===== src/rtl/uart_rx_mmio_pkg.sv =====
// Shared definitions for the memory-mapped UART receiver.
// Register offsets, STATUS bit positions and receiver FSM states.
package uart_pkg;

  localparam logic [3:0] UART_DATA_OFS   = 4'h0;
  localparam logic [3:0] UART_STATUS_OFS = 4'h4;
  localparam logic [3:0] UART_CTRL_OFS   = 4'h8;

  localparam int ST_NEMPTY = 0;
  localparam int ST_FULL   = 1;
  localparam int ST_OE     = 2;
  localparam int ST_FE     = 3;
  localparam int ST_PE     = 4;
  localparam int ST_CNT    = 8;

  typedef enum logic [2:0] {
    IDLE,
    START,
    DATA,
    PARITY,
    STOP
  } rx_state_e;

endpackage


===== src/rtl/uart_rx_mmio_if.sv =====
// Register access bus between the memory stage and the UART receiver.
// The memory stage is the master; the UART register block is the slave.
interface uart_rx_mmio_if;
  logic        RD_EN;
  logic        WR_EN;
  logic [3:0]  ADDR;
  logic [63:0] WR_DATA;
  logic [63:0] RD_DATA;

  modport master (
    output RD_EN, WR_EN, ADDR, WR_DATA,
    input  RD_DATA
  );

  modport slave (
    input  RD_EN, WR_EN, ADDR, WR_DATA,
    output RD_DATA
  );
endinterface


===== src/rtl/uart_rx_mmio_fifo.sv =====
// Synchronous receive FIFO; pointers carry an extra wrap bit.
// A pop in the same cycle lets a full FIFO accept a push.
module uart_rx_fifo #(
  parameter int DEPTH = 16
) (
  input  logic                     clk,
  input  logic                     rst,
  input  logic                     push,
  input  logic                     pop,
  input  logic [7:0]               din,
  output logic [7:0]               dout,
  output logic                     full,
  output logic                     empty,
  output logic [$clog2(DEPTH):0]   count
);

  localparam int AW = $clog2(DEPTH);

  logic [AW:0] wp_q, wp_d;
  logic [AW:0] rp_q, rp_d;
  logic [7:0]  mem_q [DEPTH];
  logic        do_push;
  logic        do_pop;

  assign empty = (wp_q == rp_q);
  assign full  = (wp_q[AW] != rp_q[AW]) &&
                 (wp_q[AW-1:0] == rp_q[AW-1:0]);
  assign count = wp_q - rp_q;
  assign dout  = mem_q[rp_q[AW-1:0]];

  always_comb begin
    do_pop  = pop & ~empty;
    do_push = push & (~full | do_pop);
    wp_d    = wp_q + (AW+1)'(do_push);
    rp_d    = rp_q + (AW+1)'(do_pop);
  end

  always_ff @(posedge clk or posedge rst) begin
    if (rst) begin
      wp_q <= '0;
      rp_q <= '0;
    end else begin
      wp_q <= wp_d;
      rp_q <= rp_d;
    end
  end

  always_ff @(posedge clk) begin
    if (do_push) mem_q[wp_q[AW-1:0]] <= din;
  end

endmodule


===== src/rtl/uart_rx_mmio.sv =====
// UART receiver with DATA/STATUS/CTRL registers and UART_INT.
// Define UART_RX_PARITY_EN for 8E1 frames with a parity check.
module uart_rx_mmio
  import uart_pkg::*;
#(
  parameter int CLKS_PER_BIT = 434,
  parameter int FIFO_DEPTH   = 16
) (
  input  logic           CLK,
  input  logic           RESET,
  input  logic           RX,
  uart_rx_mmio_if.slave  bus,
  output logic           UART_INT
);

  localparam int CW = $clog2(CLKS_PER_BIT);
  localparam int NW = $clog2(FIFO_DEPTH) + 1;
  localparam logic [CW-1:0] HALF = CW'(CLKS_PER_BIT / 2 - 1);
  localparam logic [CW-1:0] FULL = CW'(CLKS_PER_BIT - 1);

  rx_state_e     state_q, state_d;
  logic [1:0]    sync_q, sync_d;
  logic [1:0]    fill_q, fill_d;
  logic          prev_q, prev_d;
  logic          armed_q, armed_d;
  logic [CW-1:0] cnt_q, cnt_d;
  logic [2:0]    bit_q, bit_d;
  logic [7:0]    sh_q, sh_d;
  logic          oe_q, oe_d;
  logic          fe_q, fe_d;
  logic          pe_q, pe_d;
  logic          rxie_q, rxie_d;
  logic          int_q, int_d;
  logic [63:0]   rd_data_q, rd_data_d;
`ifdef UART_RX_PARITY_EN
  logic          par_err_q, par_err_d;
`endif

  logic          rx_s;
  logic          push, pop;
  logic          fe_set, pe_set;
  logic          is_data, is_stat, is_ctrl;
  logic          stat_rd;
  logic [7:0]    f_dout;
  logic          f_full, f_empty;
  logic [NW-1:0] f_count;
  logic [63:0]   status;
  logic          unused_wr;

  assign rx_s      = sync_q[1];
  assign unused_wr = ^bus.WR_DATA[63:1];

  uart_rx_fifo #(.DEPTH(FIFO_DEPTH)) u_fifo (
    .clk   (CLK),
    .rst   (RESET),
    .push  (push),
    .pop   (pop),
    .din   (sh_q),
    .dout  (f_dout),
    .full  (f_full),
    .empty (f_empty),
    .count (f_count)
  );

  // fill_q marks when sync_q[1] holds a real RX sample, not its reset value
  always_comb begin
    sync_d    = {sync_q[0], RX};
    fill_d    = {fill_q[0], 1'b1};
    prev_d    = rx_s;
    armed_d   = armed_q | (fill_q[1] & rx_s);
    state_d   = state_q;
    cnt_d     = cnt_q;
    bit_d     = bit_q;
    sh_d      = sh_q;
    push      = 1'b0;
    fe_set    = 1'b0;
    pe_set    = 1'b0;
`ifdef UART_RX_PARITY_EN
    par_err_d = par_err_q;
`endif
    unique case (state_q)
      IDLE: begin
        if (armed_q & prev_q & ~rx_s) begin
          state_d = START;
          cnt_d   = HALF;
        end
      end
      START: begin
        if (cnt_q != '0) begin
          cnt_d = cnt_q - CW'(1);
        end else if (!rx_s) begin
          state_d = DATA;
          cnt_d   = FULL;
          bit_d   = 3'd0;
        end else begin
          state_d = IDLE;
        end
      end
      DATA: begin
        if (cnt_q != '0) begin
          cnt_d = cnt_q - CW'(1);
        end else begin
          sh_d  = {rx_s, sh_q[7:1]};
          cnt_d = FULL;
          bit_d = bit_q + 3'd1;
          if (bit_q == 3'd7) begin
`ifdef UART_RX_PARITY_EN
            state_d = PARITY;
`else
            state_d = STOP;
`endif
          end
        end
      end
      PARITY: begin
`ifdef UART_RX_PARITY_EN
        if (cnt_q != '0) begin
          cnt_d = cnt_q - CW'(1);
        end else begin
          par_err_d = ^{sh_q, rx_s};
          pe_set    = ^{sh_q, rx_s};
          cnt_d     = FULL;
          state_d   = STOP;
        end
`else
        state_d = IDLE;
`endif
      end
      STOP: begin
        if (cnt_q != '0) begin
          cnt_d = cnt_q - CW'(1);
        end else begin
          state_d = IDLE;
          if (rx_s) begin
`ifdef UART_RX_PARITY_EN
            push = ~par_err_q;
`else
            push = 1'b1;
`endif
          end else begin
            fe_set  = 1'b1;
            armed_d = 1'b0;
          end
        end
      end
      default: state_d = IDLE;
    endcase
  end

  always_comb begin
    is_data = (bus.ADDR == UART_DATA_OFS);
    is_stat = (bus.ADDR == UART_STATUS_OFS);
    is_ctrl = (bus.ADDR == UART_CTRL_OFS);
    stat_rd = bus.RD_EN & is_stat;
    pop     = bus.RD_EN & is_data & ~f_empty;

    status            = '0;
    status[ST_NEMPTY] = ~f_empty;
    status[ST_FULL]   = f_full;
    status[ST_OE]     = oe_q;
    status[ST_FE]     = fe_q;
    status[ST_PE]     = pe_q;
    status[ST_CNT +: 5] = 5'(f_count);

    rd_data_d = rd_data_q;
    if (bus.RD_EN) begin
      unique case (1'b1)
        is_data: rd_data_d = f_empty ? 64'd0
                           : {55'd0, 1'b1, f_dout};
        is_stat: rd_data_d = status;
        is_ctrl: rd_data_d = {63'd0, rxie_q};
        default: rd_data_d = '0;
      endcase
    end

    rxie_d = (bus.WR_EN & is_ctrl) ? bus.WR_DATA[0] : rxie_q;
    // a flag raised in the same cycle as a STATUS read survives it
    oe_d   = (push & f_full & ~pop) | (oe_q & ~stat_rd);
    fe_d   = fe_set | (fe_q & ~stat_rd);
    pe_d   = pe_set | (pe_q & ~stat_rd);
    int_d  = rxie_q & (~f_empty | oe_q | fe_q | pe_q);
  end

  always_ff @(posedge CLK or posedge RESET) begin
    if (RESET) begin
      state_q   <= IDLE;
      sync_q    <= 2'b11;
      fill_q    <= 2'b00;
      prev_q    <= 1'b1;
      armed_q   <= 1'b0;
      cnt_q     <= '0;
      bit_q     <= '0;
      sh_q      <= '0;
      oe_q      <= 1'b0;
      fe_q      <= 1'b0;
      pe_q      <= 1'b0;
      rxie_q    <= 1'b0;
      int_q     <= 1'b0;
      rd_data_q <= '0;
`ifdef UART_RX_PARITY_EN
      par_err_q <= 1'b0;
`endif
    end else begin
      state_q   <= state_d;
      sync_q    <= sync_d;
      fill_q    <= fill_d;
      prev_q    <= prev_d;
      armed_q   <= armed_d;
      cnt_q     <= cnt_d;
      bit_q     <= bit_d;
      sh_q      <= sh_d;
      oe_q      <= oe_d;
      fe_q      <= fe_d;
      pe_q      <= pe_d;
      rxie_q    <= rxie_d;
      int_q     <= int_d;
      rd_data_q <= rd_data_d;
`ifdef UART_RX_PARITY_EN
      par_err_q <= par_err_d;
`endif
    end
  end

  assign bus.RD_DATA = rd_data_q;
  assign UART_INT    = int_q;

endmodule

===== src/flat_wrapper.sv =====
// flat-port wrapper written by rule: the top's interface ports become plain ports
module uart_rx_mmio_flat import uart_pkg::*;
#(
  parameter int CLKS_PER_BIT = 434,
  parameter int FIFO_DEPTH   = 16
)
  (CLK, RESET, RX, UART_INT, bus_RD_EN, bus_WR_EN, bus_ADDR, bus_WR_DATA, bus_RD_DATA);
  uart_rx_mmio_if bus_i ();
  input  logic CLK;
  input  logic RESET;
  input  logic RX;
  output logic UART_INT;
  input wire logic [$bits(bus_i.RD_EN)-1:0] bus_RD_EN;
  input wire logic [$bits(bus_i.WR_EN)-1:0] bus_WR_EN;
  input wire logic [$bits(bus_i.ADDR)-1:0] bus_ADDR;
  input wire logic [$bits(bus_i.WR_DATA)-1:0] bus_WR_DATA;
  output wire logic [$bits(bus_i.RD_DATA)-1:0] bus_RD_DATA;
  assign bus_i.RD_EN = bus_RD_EN;
  assign bus_i.WR_EN = bus_WR_EN;
  assign bus_i.ADDR = bus_ADDR;
  assign bus_i.WR_DATA = bus_WR_DATA;
  assign bus_RD_DATA = bus_i.RD_DATA;
  uart_rx_mmio #(.CLKS_PER_BIT(CLKS_PER_BIT), .FIFO_DEPTH(FIFO_DEPTH)) u_core (.CLK(CLK), .RESET(RESET), .RX(RX), .bus(bus_i), .UART_INT(UART_INT));
endmodule

===== config.mk =====
export PLATFORM = sky130hd
export DESIGN_NAME = uart_rx_mmio_flat
export DESIGN_NICKNAME = d
export VERILOG_FILES = /design/src/rtl/uart_rx_mmio_pkg.sv /design/src/rtl/uart_rx_mmio_if.sv /design/src/rtl/uart_rx_mmio_fifo.sv /design/src/rtl/uart_rx_mmio.sv /design/src/flat_wrapper.sv
export SDC_FILE = /design/constraint.sdc
export NUM_CORES = 1
export LEC_CHECK = 0
export CORE_ASPECT_RATIO = 1.4
export CORE_UTILIZATION = 57
export CTS_CLUSTER_DIAMETER = 80
export DETAILED_ROUTE_END_ITERATION = 6
export DONT_BUFFER_PORTS = 1
export GPL_ROUTABILITY_DRIVEN = 0
export PLACE_DENSITY = 0.8
export SLEW_MARGIN = 20
export SYNTH_ARGS = -nofsm -noshare
export SYNTH_HDL_FRONTEND = slang
export SYNTH_SLANG_ARGS = --single-unit
export TNS_END_PERCENT = 5

===== constraint.sdc =====
create_clock -name CLK -period 8.8 [get_ports CLK]
set_input_delay 1.76 -clock CLK [delete_from_list [all_inputs] [get_ports CLK]]
set_output_delay 1.76 -clock CLK [all_outputs]
set_load 0.02 [all_outputs]

* Yosys cells after proc, flatten, opt, wreduce, memory -nomap -nowiden
Memory sizes are Yosys's and may differ from the RTL's.
Index checks and enable logic that the tools add are counted.
** Operators by class
- Div/mod/pow operators :: 0
- $lt $le $gt $ge :: 0
- Bitwise gates (word level) :: 28
- Multiply operators :: 0
- Muxes and demuxes :: 30
- Reduce and logical (&&, ||, !) cells :: 10
- Eq/ne operators :: 17
- $add $sub $neg :: 5
- Shifts and indexed selects :: 0
** Operators with widths (count)
- $pmux W64 S3 :: 1
- $mux W9 :: 6
- $pmux W9 S4 :: 1
- $mux W3 :: 8
- $and A1 B1 Y1 :: 15
- $pmux W3 S4 :: 1
- $mux W1 :: 11
- $add A5 B1 Y5 :: 2
- $reduce_bool A9 Y1 :: 1
- $sub A9 B1 Y9 const B :: 1
- $ne A2 B2 Y1 const B :: 4
- $reduce_and A4 Y1 :: 2
- $or A1 B1 Y1 :: 7
- $eq A3 B3 Y1 const B :: 2
- $ne A2 B1 Y1 const B :: 3
- $not A1 Y1 :: 6
- $pmux W3 S2 :: 1
- $eq A5 B5 Y1 :: 1
- $reduce_and A5 Y1 :: 1
- $sub A5 B5 Y5 :: 1
- $eq A4 B3 Y1 const B :: 1
- $eq A4 B4 Y1 :: 1
- $eq A4 B4 Y1 const B :: 1
- $logic_not A4 Y1 :: 1
- 11 further kinds :: 11
** Storage, ports and cells
- Bits in read-only memories :: 0
- Word-level logic and storage cells :: 107
- Bits in latches :: 0
- Memories kept :: 1
- Bits in registers :: 108
- RAM bits :: 128
** Memories
- u_core.u_fifo.mem_q :: depth 16, width 8, read ports 1, clocked after memory_dff 0, write ports 1, RTL line uart_rx_mmio_fifo.sv:21 : logic [7:0] mem_q [DEPTH];

* Depth between registers and ports, before layout
Gate-level depths: netlist of run 1.
- Word-level depth :: 8
- Mapped depth :: 13
- Depth with buffers taken out :: 10

* Cells and area by module
A second synthesis of run 1 with hierarchy kept.
** Second synthesis, totals
- Cells, all modules :: 573
- Area, all modules :: 8339.2 µm²
** Modules (own cells, without submodules)
- uart_rx_fifo :: seq. area each 4093.9 µm², area each 5671.7 µm², cells each 293, instances 1
- uart_rx_mmio :: seq. area each 1179.9 µm², area each 2667.6 µm², cells each 280, instances 1

* Least setup slack after synthesis of run 1
No wires, ideal clock.
- Path type :: input-to-reg
- Start :: input port bus_ADDR[1]
- End :: memory u_core.u_fifo.mem_q[5][0], enable pin
- Slack :: 4.954 ns
- Stages on the path :: 6
- Library setup time :: 0.383 ns
- Arrival :: 3.462 ns
- Cells stage by stage :: nor3_1 a311oi_1 or3_1 inv_1 nand3_1 nor3_1
** Between the ends
- Cells in the longest elaborated chain, start to end :: 8
** Ends and longest elaborated chain
- start: declaration :: RTL line flat_wrapper.sv:15 : input wire logic [$bits(bus_i.ADDR)-1:0] bus_ADDR;
- $logic_not A4 Y1 :: RTL line uart_rx_mmio.sv:151 : is_data = (bus.ADDR == UART_DATA_OFS);
- $and A1 B1 Y1 (2 in a row) :: RTL line uart_rx_mmio.sv:155 : pop = bus.RD_EN & is_data & ~f_empty;
- $and A1 B1 Y1 :: RTL line uart_rx_mmio_fifo.sv:32 : do_pop = pop & ~empty;
- $or A1 B1 Y1 :: RTL line uart_rx_mmio_fifo.sv:33 : do_push = push & (~full | do_pop);
- $and A1 B1 Y1 :: RTL line uart_rx_mmio_fifo.sv:33
- $mux W1 :: RTL line uart_rx_mmio_fifo.sv:49 : if (do_push) mem_q[wp_q[AW-1:0]] <= din;
- $mux W1 (not written as such) :: RTL line uart_rx_mmio_fifo.sv:49
- end: declaration :: RTL line uart_rx_mmio_fifo.sv:21
Every way passes these cells.

* Final worst setup path of run 1
- Start :: input port bus_ADDR[1]
- End :: memory u_core.u_fifo.mem_q[0][4], enable pin
Same word-level chain as after synthesis.

==> results of run 1 <==
-- sequential cells by signal, indices dropped and copies added, names as in the netlist --
signal,flops
u_core.armed_q,1
u_core.sync_q,2
u_core.u_fifo.wp_q,5
u_core.fe_q,1
u_core.bit_q,3
u_core.UART_INT,1
u_core.oe_q,1
u_core.pe_q,1
u_core.sh_q,8
u_core.rxie_q,1
u_core.fill_q,2
u_core.bus.RD_DATA,13
u_core.state_q,3
u_core.u_fifo.rp_q,5
u_core.prev_q,1
u_core.u_fifo.mem_q,128
u_core.cnt_q,9
-- power by group through the flow --
| stage | logic, mW | registers [mW] | clock network, mW |
|---|---|---|---|
| 2_1_floorplan | 0.158 | 0.989 | 0 |
| 3_3_place_gp | 0.148 | 1.00 | 0 |
| 3_5_place_dp | 0.157 | 1.00 | 0 |
| 4_1_cts | 0.158 | 0.985 | 0.762 |
| 5_1_grt | 0.177 | 0.989 | 0.800 |
| 6_report | 0.159 | 0.986 | 0.758 |
-- cells in the mapped netlist (3+ instances only) --
library cell	number	area, um^2
nand2_1	37	139
dfrtp_1	54	1350
buf_2	6	30.0
a21oi_1	13	65.1
mux4_2	27	608
a221o_1	3	30.0
nor3_2	3	30.0
xnor2_1	8	70.1
mux4_1	7	184
and3_1	6	37.5
nor2_1	28	105
nand3_1	13	65.1
ha_1	11	138
nand3b_1	4	30.0
a31oi_1	3	18.8
mux2_2	9	101
dfstp_2	3	78.8
o21ai_0	14	70.1
clkbuf_1	10	37.5
nor3_1	8	40.0
mux2i_1	4	40.0
nor2b_1	5	31.3
inv_1	15	56.3
xor2_1	4	35.0
a21o_1	4	30.0
a311oi_1	5	43.8
buf_4	52	390
a22o_1	6	52.6
edfxtp_1	128	3840
-- stage by stage --
step / cell area [um^2] / power [mW] / setup WS [ns] / hold WS [ns]
detailed placement: 8080 / 1.16 / 4.38 / 0.343
finish: 8670 / 1.90 / 4.76 / 0.349
CTS: 8670 / 1.91 / 4.80 / 0.353
global route: 8670 / 1.97 / 4.68 / 0.357
global placement: 8080 / 1.15 / 4.44 / 0.335
floorplan: 8310 / 1.15 / 4.95 / 0.331
-- final cells by class --
| class | instances | area, um^2 | share of cell area |
|---|---|---|---|
| Clock inverter | 15 | 168 | 0.0193 |
| Tap cell | 185 | 231 | 0.0267 |
| Sequential cell | 185 | 5270 | 0.608 |
| Clock buffer | 17 | 425 | 0.0490 |
| Inverter | 16 | 60.1 | 0.00692 |
| Multi-Input combinational cell | 309 | 2470 | 0.285 |
| Timing Repair Buffer | 6 | 45.0 | 0.00519 |
-- layer usage --
metal  wire [um]  track usage
met1        5610        0.249
met2        9100        0.427
met3         776       0.0475
met4         486        0.111
met5           0            0
-- logic make-up after synthesis --
| group | share of synthesized area |
|---|---|
| XOR/XNOR | 0.0129 |
| AO/OA/AOI/OAI | 0.0535 |
| multiplexers | 0.115 |
| buffers and inverters | 0.0695 |
| adder cells (fa/ha/maj) | 0.0206 |
| AND/OR/NAND/NOR | 0.0781 |
| other | 0.000925 |
| flip-flops | 0.649 |
-- critical path, cell delays in order --
cell	delay, ns
nor3_1	0.44
a311oi_1	0.23
or3_1	0.49
or3_4	0.40
nor3_2	0.77
-- path summary, 6_finish.rpt --
kind                                       start                        end  slack [ns]  depth (start not counted)
setup reg to reg           u_core.u_fifo.rp_q[3]  u_core.u_fifo.mem_q[0][4]        5.01                          8
max in group asynchronous                  RESET             u_core.sh_q[2]        6.76                          2
setup / recovery                     bus_ADDR[1]  u_core.u_fifo.mem_q[0][4]        4.76                          5
hold / removal                  u_core.fill_q[0]           u_core.fill_q[1]        0.35                          0
min in group asynchronous                  RESET      u_core.bus.RD_DATA[9]        1.11                          1
hold reg to reg                 u_core.fill_q[0]           u_core.fill_q[1]        0.35                          0
==> results.txt, run 1 <==
* Run status: complete, no violations
- HPWL after DPL: 10.3 mm
* Maximum frequency from static timing analysis: 247 MHz
* Count of filler cells inserted in the layout: 969
* Clock tree from TritonCTS: built
- Setup repair after global routing left no endpoint under its margin.
- In the final design database the tool counted 620 nets.
* Element type at the critical path end: flip-flop
- Yosys warning total: 0
- TritonRoute pass-1 iters: 5
* Post-Synthesis Mean Instance Area: 15.3 um^2
* Number of I/O pins: 138
- The via count of the first global-routing pass came to 4375.
- For this block, the routed nets add up to 16.0 mm of wire.
* Total standard cell area after synthesis: 8120 um^2
- Slew at the pin closest to its max-slew limit: 1.00 ns
* Type of the setup path with the least slack: in2reg
* Dominant synthesized flop cell: edfxtp_1
- In this run the clock root is driven by a clkbuf_16.
- The share of total power dissipated in combinational logic is 0.083.
- Worst-path fanout max: 8
- Number of vias per cell after detailed routing: 5.99
- Across the routed clock network, the largest skew measured is 0.00947 ns.
- Async set-or-reset flop fraction in the synthesized netlist: 0.308
- The longest clock path from root to sink contains 2 buffers.
* Finished Core Util: 0.623
- Wire length of the first global-routing pass: 24.1 mm
- Counting flops with a built-in enable in the synthesized netlist gives 128.
- The count of cells in the finished layout, fillers not included, comes to 733.
* Antenna Nets Post-Route: 0
- After routing, the total negative slack on setup checks comes to 0 ns.
* Initial antenna violation count: 0
- Number of antenna repair diodes: 0
* Flops & latches, synth: 185
- Buffers on Ports: 0
- In this run the vertical extent of the chip is 143 um.
- Of the available clock period, the critical path in the final layout requires 0.460.
* Path class of the lowest-slack min-delay path: reg2reg
- For the worst setup path, the data arrival time is 4.09 ns.
- Worst supply voltage drop on vdd: 151 uV
- Cell Rows: 51
- Of the total power, the clock network draws 0.399.
* Synthesis-to-finish area growth: 6.81%
- Pwr Density: 219 nW/um^2
- For this design the static power due to leakage is 3.28 nW.
* CTS Sinks: 185
* Fraction of layout instances using a drive strength above 1: 0.162
- Counting the buffers created by CTS gives 17.
- Number of hold violations in the final report: 0
- The top cell types in the final layout, fill and taps aside, are edfxtp_1 (128), dfrtp_1 (54), conb_1 (52).
- After clock tree synthesis, the clock-pin slew on the worst setup and hold paths is 0.07 ns.
- Pin count of the biggest net entering global routing: 50
* Worst slew margin relative to its limit: 0.329
- Buffers inserted to repair hold after CTS numbered 0.
- Setup violations remaining at the end of the flow were counted as 0.
* H-tree depth: 4
* Total GRT Usage: 0.232
- Proportion of power drawn by flip-flops and latches: 0.518
* Most common cell after layout, fill and taps aside: edfxtp_1
- Of the total power, the share spent switching nets is 0.247.
- Cell Int Power: 1.43 mW
* Core Box Area: 13900 um^2
- Crit path launch type: input port
- The die covers 14700 um^2.
- The total overflow left after global routing is 0.
- Counting I/O delays and the setup requirement, the final critical path takes 4.04 ns.
- DR DRC count: 0
- Total placed cells including tap cells: 701
- For the worst setup path, the data required time is 8.85 ns.
- The detailed router finished its first iteration with 395 violations.
- The routed layout has 4391 vias.
- The final-report max-slew violation count is 0.
* Unique masters post-synth: 62
- Once the clock tree was built, the setup fixing pass inserted 0 buffers.
- The initial utilization of the core area, before any placement, comes to 0.584.
- Number of instances resized during post-cts repair: 0
* Max-cap violation count: 0
- Overall die width: 103 um
- Clock latency on the worst-skew pair, taken at its later pin, is 0.43 ns.
* Cell count after synthesis: 532
* Wire length per cell after detailed routing: 21.8 um
- Net Switching: 469 uW
- For this run, the register share of the synthesized area comes to 0.649.
Power figures use the tool's default switching activity.
==> run 2: changes to the inputs <==
--- a/config.mk
+++ b/config.mk
@@ -11,7 +11,7 @@
 export DETAILED_ROUTE_END_ITERATION = 6
 export DONT_BUFFER_PORTS = 1
 export GPL_ROUTABILITY_DRIVEN = 0
-export PLACE_DENSITY = 0.8
+export PLACE_DENSITY = 0.83
 export SLEW_MARGIN = 20
 export SYNTH_ARGS = -nofsm -noshare
 export SYNTH_HDL_FRONTEND = slang
==> constraint.sdc (replaced) <==
create_clock -name CLK -period 3.4 [get_ports CLK]
set_input_delay 0.68 -clock CLK [delete_from_list [all_inputs] [get_ports CLK]]
set_output_delay 0.68 -clock CLK [all_outputs]
set_load 0.02 [all_outputs]
==> run 2 against run 1 <==
Worst hold slack worse by 0.22 ns. Clock power up 150%. Register-to-register slack worse by 4.8 ns. Combinational power rose to 2.8 times the previous value. Power grew to 2.6 times the previous value. Critical path type is now reg2reg. Critical endpoint is now u_core.u_fifo.mem_q[13][2].
==> results.txt, run 2 (synthesized netlist as in run 1, its figures left out) <==
- The power per cell area came to 555 nW/um^2 (was 219 nW/um^2).
- The clock insertion delay at the later pin of the skew report is 0.44 ns (was 0.43 ns).
* Tcrit/Tclk final: 0.941
- Highest-count cells in the layout ignoring fill and taps: edfxtp_1 (128), dfrtp_1 (54), conb_1 (52) (unchanged).
- Required time at the endpoint of the critical path: 3.46 ns (was 8.85 ns)
- Clock tree from TritonCTS: built (unchanged)
- Initial antenna violation count: 0 (unchanged)
- The combined global-route utilization of all metal layers is 0.231 (was 0.232).
- Instance area after placement: 8210 um^2 (was 8080 um^2)
- Synthesis-to-finish area growth: 8.17% (was 6.81%)
- The share of final-layout standard cells stronger than drive strength 1 was 0.191 (was 0.162).
- Worst-path cell chain: inv_1 -> ha_1 -> nor3b_4 -> nand3_2 -> or3_1 -> inv_1 -> nand3_1 -> nor2_1 (was nor3_1 -> a311oi_1 -> or3_1 -> or3_4 -> nor3_2)
- The number of buffers added by the clock tree synthesis step was 17 (unchanged).
* CTS Root Buffer Type: clkbuf_16 (unchanged)
- The worst clock skew on the final layout was 0.0150 ns (was 0.00947 ns).
* H-tree depth: 4 (unchanged)
- The wire length per cell came to 21.2 um (was 21.8 um).
* Total number of vias: 4465 (was 4391)
- The number of iterations in the first detailed-routing pass was 4 (was 5).
- Wire length of the first global-routing pass: 24.1 mm (about the same)
- The total half-perimeter wirelength after legalization and detailed placement was 10.3 mm (about the same).
- Most common cell after layout, fill and taps aside: edfxtp_1 (unchanged)
* Pin count of the biggest net entering global routing: 36 (was 50)
* Number of hold violations in the final report: 0 (unchanged)
* Overall die width: 103 um (unchanged)
* Element type at the critical path end: flip-flop (unchanged)
* DR DRC count: 0 (unchanged)
- The flip-flop count of the largest register after layout came to 128 (unchanged).
- The clock-pin slew on the worst setup and hold paths was 0.07 ns (about the same).
- The worst reg2reg path depth came to 8 (unchanged).
- Number of endpoints failing setup at the final stage: 0 (unchanged)
- Worst supply voltage drop on vdd: 348 uV (was 151 uV)
* Slew at the pin closest to its max-slew limit: 0.852 ns (was 1.00 ns)
* Run status: complete, no violations (unchanged)
- After layout, the minimum clock period comes to 3.20 ns.
* Number of violations reported at the end of detailed-routing iteration 0: 332 (was 395)
- Worst-path fanout max: 8 (unchanged)
* Type of the setup path with the least slack: reg2reg (was in2reg)
* Core Box Area: 13900 um^2 (unchanged)
- Antenna Nets Post-Route: 0 (unchanged)
* CTS Sinks: 185 (unchanged)
- Data arrival time of the critical path: 3.26 ns (was 4.09 ns)
- Pins over their slew limit: 0 (unchanged)
- WHS: 0.126 ns (was 0.349 ns)
* Max-cap violation count: 0 (unchanged)
* Slowest stage delay, CP: 0.72 ns (was 0.77 ns)
- Path class of the lowest-slack min-delay path: in2async (was reg2reg)
* Setup_tns: 0 ns (unchanged)
- Total Nets Final: 637 (was 620)
- CP max stage cell: nor2_1 (was nor3_2)
- For this run, the top clock speed supported by timing is 313 MHz.
* Number of antenna repair diodes: 0 (unchanged)
- Leakage: 3.36 nW (was 3.28 nW)
- Die extent in y: 143 um (unchanged)
- The number of buffers inserted to repair setup after CTS is 0 (unchanged).
- Total power: 4.87 mW (was 1.90 mW)
- The worst max-slew margin expressed relative to the limit was 0.430 (was 0.329).
- Max Buffers Root-to-Sink: 2 (unchanged)
- The total global routing overflow came to 0 (unchanged).
* Number of vias per cell after detailed routing: 5.95 (was 5.99)
- The post-detailed-routing wire length is 15.9 mm (was 16.0 mm).
* Cell Rows: 51 (unchanged)
- RSZ-0062 raised after global routing: false (unchanged)
- Buffers on Ports: 0 (unchanged)
* Dominant cell type by count on the critical path: inv_1
- Die Outline Area: 14700 um^2 (unchanged)
- Crit path launch type: flip-flop (was input port)
* Via count of the first global-routing pass: 4458 (was 4375)
- Initial Util: 0.584 (unchanged)
- Number of I/O pins: 138 (unchanged)
- Hold buffer count at CTS: 0 (unchanged)
- Final Instance Area: 8780 um^2 (was 8670 um^2)
==> run 2: changes by cell type in the layout (fill, tap and decap cells not counted), sizes merged <==
cell      change
buf          +17
inv           +6
clkinv        -4
bufinv        -2
clkbuf        +1
clkinvlp      -1
==> run 2: area by class of cell <==
class	instances	area [um^2]
Timing Repair Buffer	23	173
Inverter	16	60.1
Clock inverter	14	123
Multi-Input combinational cell	309	2470
Fill cell	932	5130
Tap cell	185	231
Clock buffer	18	450
Sequential cell	185	5270
==> run 2: where the power goes <==
group	switching (mW)	internal, mW	leakage (nW)
Combinational	0.280	0.163	1.07
Sequential	0.0799	2.46	2.01
Clock	0.885	1.01	0.284
Total	1.24	3.63	3.36
==> run 2: final timing paths <==
| kind | start | to | slack (ns) |
|---|---|---|---|
| min in group CLK | RX | u_core.sync_q[0] | 0.24 |
| max | u_core.cnt_q[0] | u_core.u_fifo.mem_q[13][2] | 0.20 |
| min | RESET | u_core.bus.RD_DATA[11] | 0.13 |
| min reg2reg | u_core.fill_q[0] | u_core.fill_q[1] | 0.35 |
| max reg2reg | u_core.cnt_q[0] | u_core.u_fifo.mem_q[13][2] | 0.20 |
| max in group asynchronous | RESET | u_core.prev_q | 2.57 |
==> run 2: through the flow <==
step                      worst slack [ns]  std cells  utilization
after detailed placement            0.0813        718        0.590
final                                0.202        750        0.631
after global placement               0.252        718        0.590
after CTS                           0.0954        750        0.631
after floorplan                      0.303        582            -
after global routing                0.0283        750        0.631
==> run 2: critical path, delay by kind of cell, from the launching register on <==
kind          cells  cell delay [ns]
fa+ha+maj         1             0.20
flops             1             0.41
simple gates      5             1.98
buf+inv           2             0.23
==> run 2: what timing repair did <==
| item | 4_1_cts | 5_1_grt |
|---|---|---|
| endpoints found under the setup margin | 0 | 8 |
| endpoints found under the hold margin | 0 | 0 |
| resized for setup | 0 | 1 |
==> run 2: routing by layer <==
| metal | vias up | track usage | part of all wire |
|---|---|---|---|
| li1 | 1946 | - | - |
| met1 | 2289 | 0.270 | 0.37 |
| met4 | 0 | 0.110 | 0.032 |
| met2 | 195 | 0.404 | 0.54 |
| met3 | 35 | 0.0475 | 0.058 |
| met5 | - | 0 | 0 |
==> run 3: changes to the inputs <==
--- a/config.mk
+++ b/config.mk
@@ -12,6 +12,7 @@
 export DONT_BUFFER_PORTS = 1
 export GPL_ROUTABILITY_DRIVEN = 0
 export PLACE_DENSITY = 0.83
+export REMOVE_ABC_BUFFERS = 1
 export SLEW_MARGIN = 20
 export SYNTH_ARGS = -nofsm -noshare
 export SYNTH_HDL_FRONTEND = slang
==> run 3 against run 2 <==
Cell area rose by 0.83%. Critical path type unchanged. Critical endpoint is now u_core.u_fifo.rp_q[4]. Register-to-register slack improved by 0.35 ns. Routed wire length barely moved. Largest cell class unchanged. First-iteration DRC count fell by 24%. Flip-flop and latch count did not move. Clock power rose by 9%. Die area did not move. Via count fell by 0.25%. Global-route usage rose by 0.22 points. Worst hold slack improved by 0.11 ns.
==> results.txt, run 3 (synthesized netlist as in run 1, its figures left out) <==
- Slew at the pin closest to its max-slew limit: 0.872 ns (was 0.852 ns)
- Total Nets Final: 637 (unchanged)
- The wire length on met1 came to 5.81 mm (was 5.87 mm).
- Data arrival time of the critical path: 3.17 ns (was 3.26 ns)
- The final setup slack of the worst path is 0.554 ns (was 0.202 ns).
- The combined global-route utilization of all metal layers is 0.234 (was 0.231).
* Pwr Density: 567 nW/um^2 (was 555 nW/um^2)
- CP max stage cell: dfrtp_1 (was nor2_1)
- Worst supply voltage drop on vdd: 409 uV (was 348 uV)
- RSZ-0062 raised after global routing: false (unchanged)
- Clock latency on the worst-skew pair: 0.44 ns (about the same)
- The number of port buffers came to 0 (unchanged).
- Dominant cell type by count on the critical path: ha_1 (was inv_1)
* Wire length per cell after detailed routing: 21.3 um (was 21.2 um)
- The H-tree depth reported by CTS came to 4 (unchanged).
* Number of vias per cell after detailed routing: 5.94 (was 5.95)
- The vias after detailed routing was 4454 (was 4465).
- The leakage power total came to 3.39 nW (was 3.36 nW).
* Setup_tns: 0 ns (unchanged)
* Cts bufs inserted: 17 (unchanged)
* Total congestion overflow after global routing: 0 (unchanged)
- Cell Rows: 51 (unchanged)
- Max Buffers Root-to-Sink: 2 (unchanged)
- The post-CTS resize count was 0 (unchanged).
* Number of endpoints failing setup at the final stage: 0 (unchanged)
* Worst slew margin relative to its limit: 0.418 (was 0.430)
- The commonest non-fill, non-tap cell in the layout is edfxtp_1 (unchanged).
* Finished Core Util: 0.637 (was 0.631)
- The total half-perimeter wirelength after legalization and detailed placement is 10.2 mm (was 10.3 mm).
- Element type at the critical path end: flip-flop (unchanged)
- The buffer type at the clock tree root is clkbuf_16 (unchanged).
* Type of the setup path with the least slack: reg2reg (unchanged)
- CTS Sinks: 185 (unchanged)
- Clock tree from TritonCTS: built (unchanged)
* Total power: 5.02 mW (was 4.87 mW)
- Overall die width: 103 um (unchanged)
- Count of filler cells inserted in the layout: 940 (was 932)
* DR DRC count: 0 (unchanged)
- The initial antenna violation count was 0 (unchanged).
* Number of antenna repair diodes: 0 (unchanged)
* Number of I/O pins: 138 (unchanged)
- Number of violations reported at the end of detailed-routing iteration 0: 252 (was 332)
- The largest net degree at the start of global routing was 43 (was 36).
- The post-detailed-routing wire length was 15.9 mm (about the same).
- Total length of routed met2 wires: 8.74 mm (was 8.64 mm)
- The number of buffers inserted to repair setup after CTS was 0 (unchanged).
- Worst-path cell chain: inv_1 -> ha_1 -> and4_1 -> nand2_1 -> nand4_1 -> inv_1 -> ha_1 -> ha_1 -> nand3_1 -> xnor2_1 (was inv_1 -> ha_1 -> nor3b_4 -> nand3_2 -> or3_1 -> inv_1 -> nand3_1 -> nor2_1)
- Die extent in y: 143 um (unchanged)
- The top routing layer in use is met4 (unchanged).
- Antenna Nets Post-Route: 0 (unchanged)
- Min Tclk post-route: 2.85 ns (was 3.20 ns)
* Worst-path fanout max: 10 (was 8)
- Max-cap violation count: 0 (unchanged)
- The area of the placeable core was 13900 um^2 (unchanged).
- Synthesis-to-finish area growth: 9.06% (was 8.17%)
- Wire length of the first global-routing pass: 24.5 mm (was 24.1 mm)
* Number of hold violations in the final report: 0 (unchanged)
- The initial standard-cell utilization of the core is 0.584 (unchanged).
- The flip-flop count of the largest register after layout is 128 (unchanged).
- Run status: complete, no violations (unchanged)
- The final-report max-slew violation count came to 0 (unchanged).
- The clock-pin slew on the worst setup and hold paths came to 0.08 ns (was 0.07 ns).
- Die Outline Area: 14700 um^2 (unchanged)
* Worst slack, placed: 0.576 ns (was 0.0813 ns)
* Via count of the first global-routing pass: 4538 (was 4458)
- The maximum clock frequency is 351 MHz (was 313 MHz).
- Hold buffer count at CTS: 0 (unchanged)
* Crit path launch type: flip-flop (unchanged)
- Required time at the endpoint of the critical path: 3.73 ns (was 3.46 ns)
* Fraction of layout instances using a drive strength above 1: 0.189 (was 0.191)
- Highest-count cells in the layout ignoring fill and taps: edfxtp_1 (128), dfrtp_1 (54), conb_1 (52) (unchanged)
- The ratio of final minimum period to clock period came to 0.837 (was 0.941).
* Slowest stage delay, CP: 0.57 ns (was 0.72 ns)
* Path class of the lowest-slack min-delay path: in2reg (was in2async)
- The number of iterations in the first detailed-routing pass is 5 (was 4).
- Metal3 WL: 875 um (was 919 um)
- Worst-case clock skew: 0.0149 ns (was 0.0150 ns)
-- run 3: cell count changes in the layout (fill, tap and decap cells not counted) --
| cell | before | now |
|---|---|---|
| nor2_2 | 2 | 1 |
| clkinv_2 | 1 | 0 |
| clkinv_8 | 0 | 7 |
| inv_16 | 0 | 1 |
| nor2_1 | 27 | 28 |
| inv_8 | 3 | 2 |
| inv_6 | 6 | 2 |
| inv_4 | 1 | 0 |
| clkinvlp_4 | 1 | 0 |
| clkbuf_16 | 18 | 17 |
| clkinv_4 | 2 | 0 |
| inv_12 | 0 | 3 |
-- run 3: final timing paths --
check	cells past startpoint	slack (ns)	end	start
worst max-delay path	10	0.55	u_core.u_fifo.rp_q[4]	u_core.u_fifo.rp_q[2]
worst min-delay path	0	0.24	u_core.sync_q[0]	RX
worst max register to register	10	0.55	u_core.u_fifo.rp_q[4]	u_core.u_fifo.rp_q[2]
worst min register to register	0	0.36	u_core.fill_q[1]	u_core.fill_q[0]
max in group asynchronous	2	2.44	u_core.bit_q[2]	RESET
min in group asynchronous	1	0.30	u_core.sh_q[6]	RESET
-- run 3: critical path, delay by kind of cell, from the launching register on --
family,cells,cell delay [ns]
adder cells (fa/ha/maj),3,0.81
AND/OR/NAND/NOR,4,0.79
XOR/XNOR,1,0.15
flip-flops,1,0.57
buffers and inverters,2,0.42
-- run 3: report_power, final --
part           internal, mW  leakage [nW]  switching (mW)
Clock                  1.03         0.311            1.02
Sequential             2.45          2.01          0.0957
Combinational         0.159          1.08           0.253
-- run 3: routing by layer --
| metal | track usage | up-vias |
|---|---|---|
| met3 | 0.0582 | 46 |
| met2 | 0.407 | 184 |
| met1 | 0.265 | 2274 |
| met4 | 0.113 | 0 |
| li1 | - | 1950 |
| met5 | 0 | - |
-- run 3: per-stage QoR --
stage / hold WS [ns] / cells / cell area (um^2)
2_1_floorplan: 0.331 / 510 / 7800
3_3_place_gp: 0.333 / 718 / 8210
3_5_place_dp: 0.336 / 718 / 8210
4_1_cts: 0.224 / 750 / 8860
5_1_grt: 0.217 / 750 / 8860
6_report: 0.239 / 750 / 8860
-- run 3: cell type report --
| type | instances | area [um^2] | share of cell area |
|---|---|---|---|
| timing repair buffer | 23 | 173 | 0.0195 |
| clock buffer | 17 | 425 | 0.0480 |
| multi-input combinational | 309 | 2470 | 0.279 |
| tap | 185 | 231 | 0.0261 |
| inverter | 16 | 60.1 | 0.00678 |
| clock inverter | 15 | 223 | 0.0251 |
| sequential | 185 | 5270 | 0.596 |
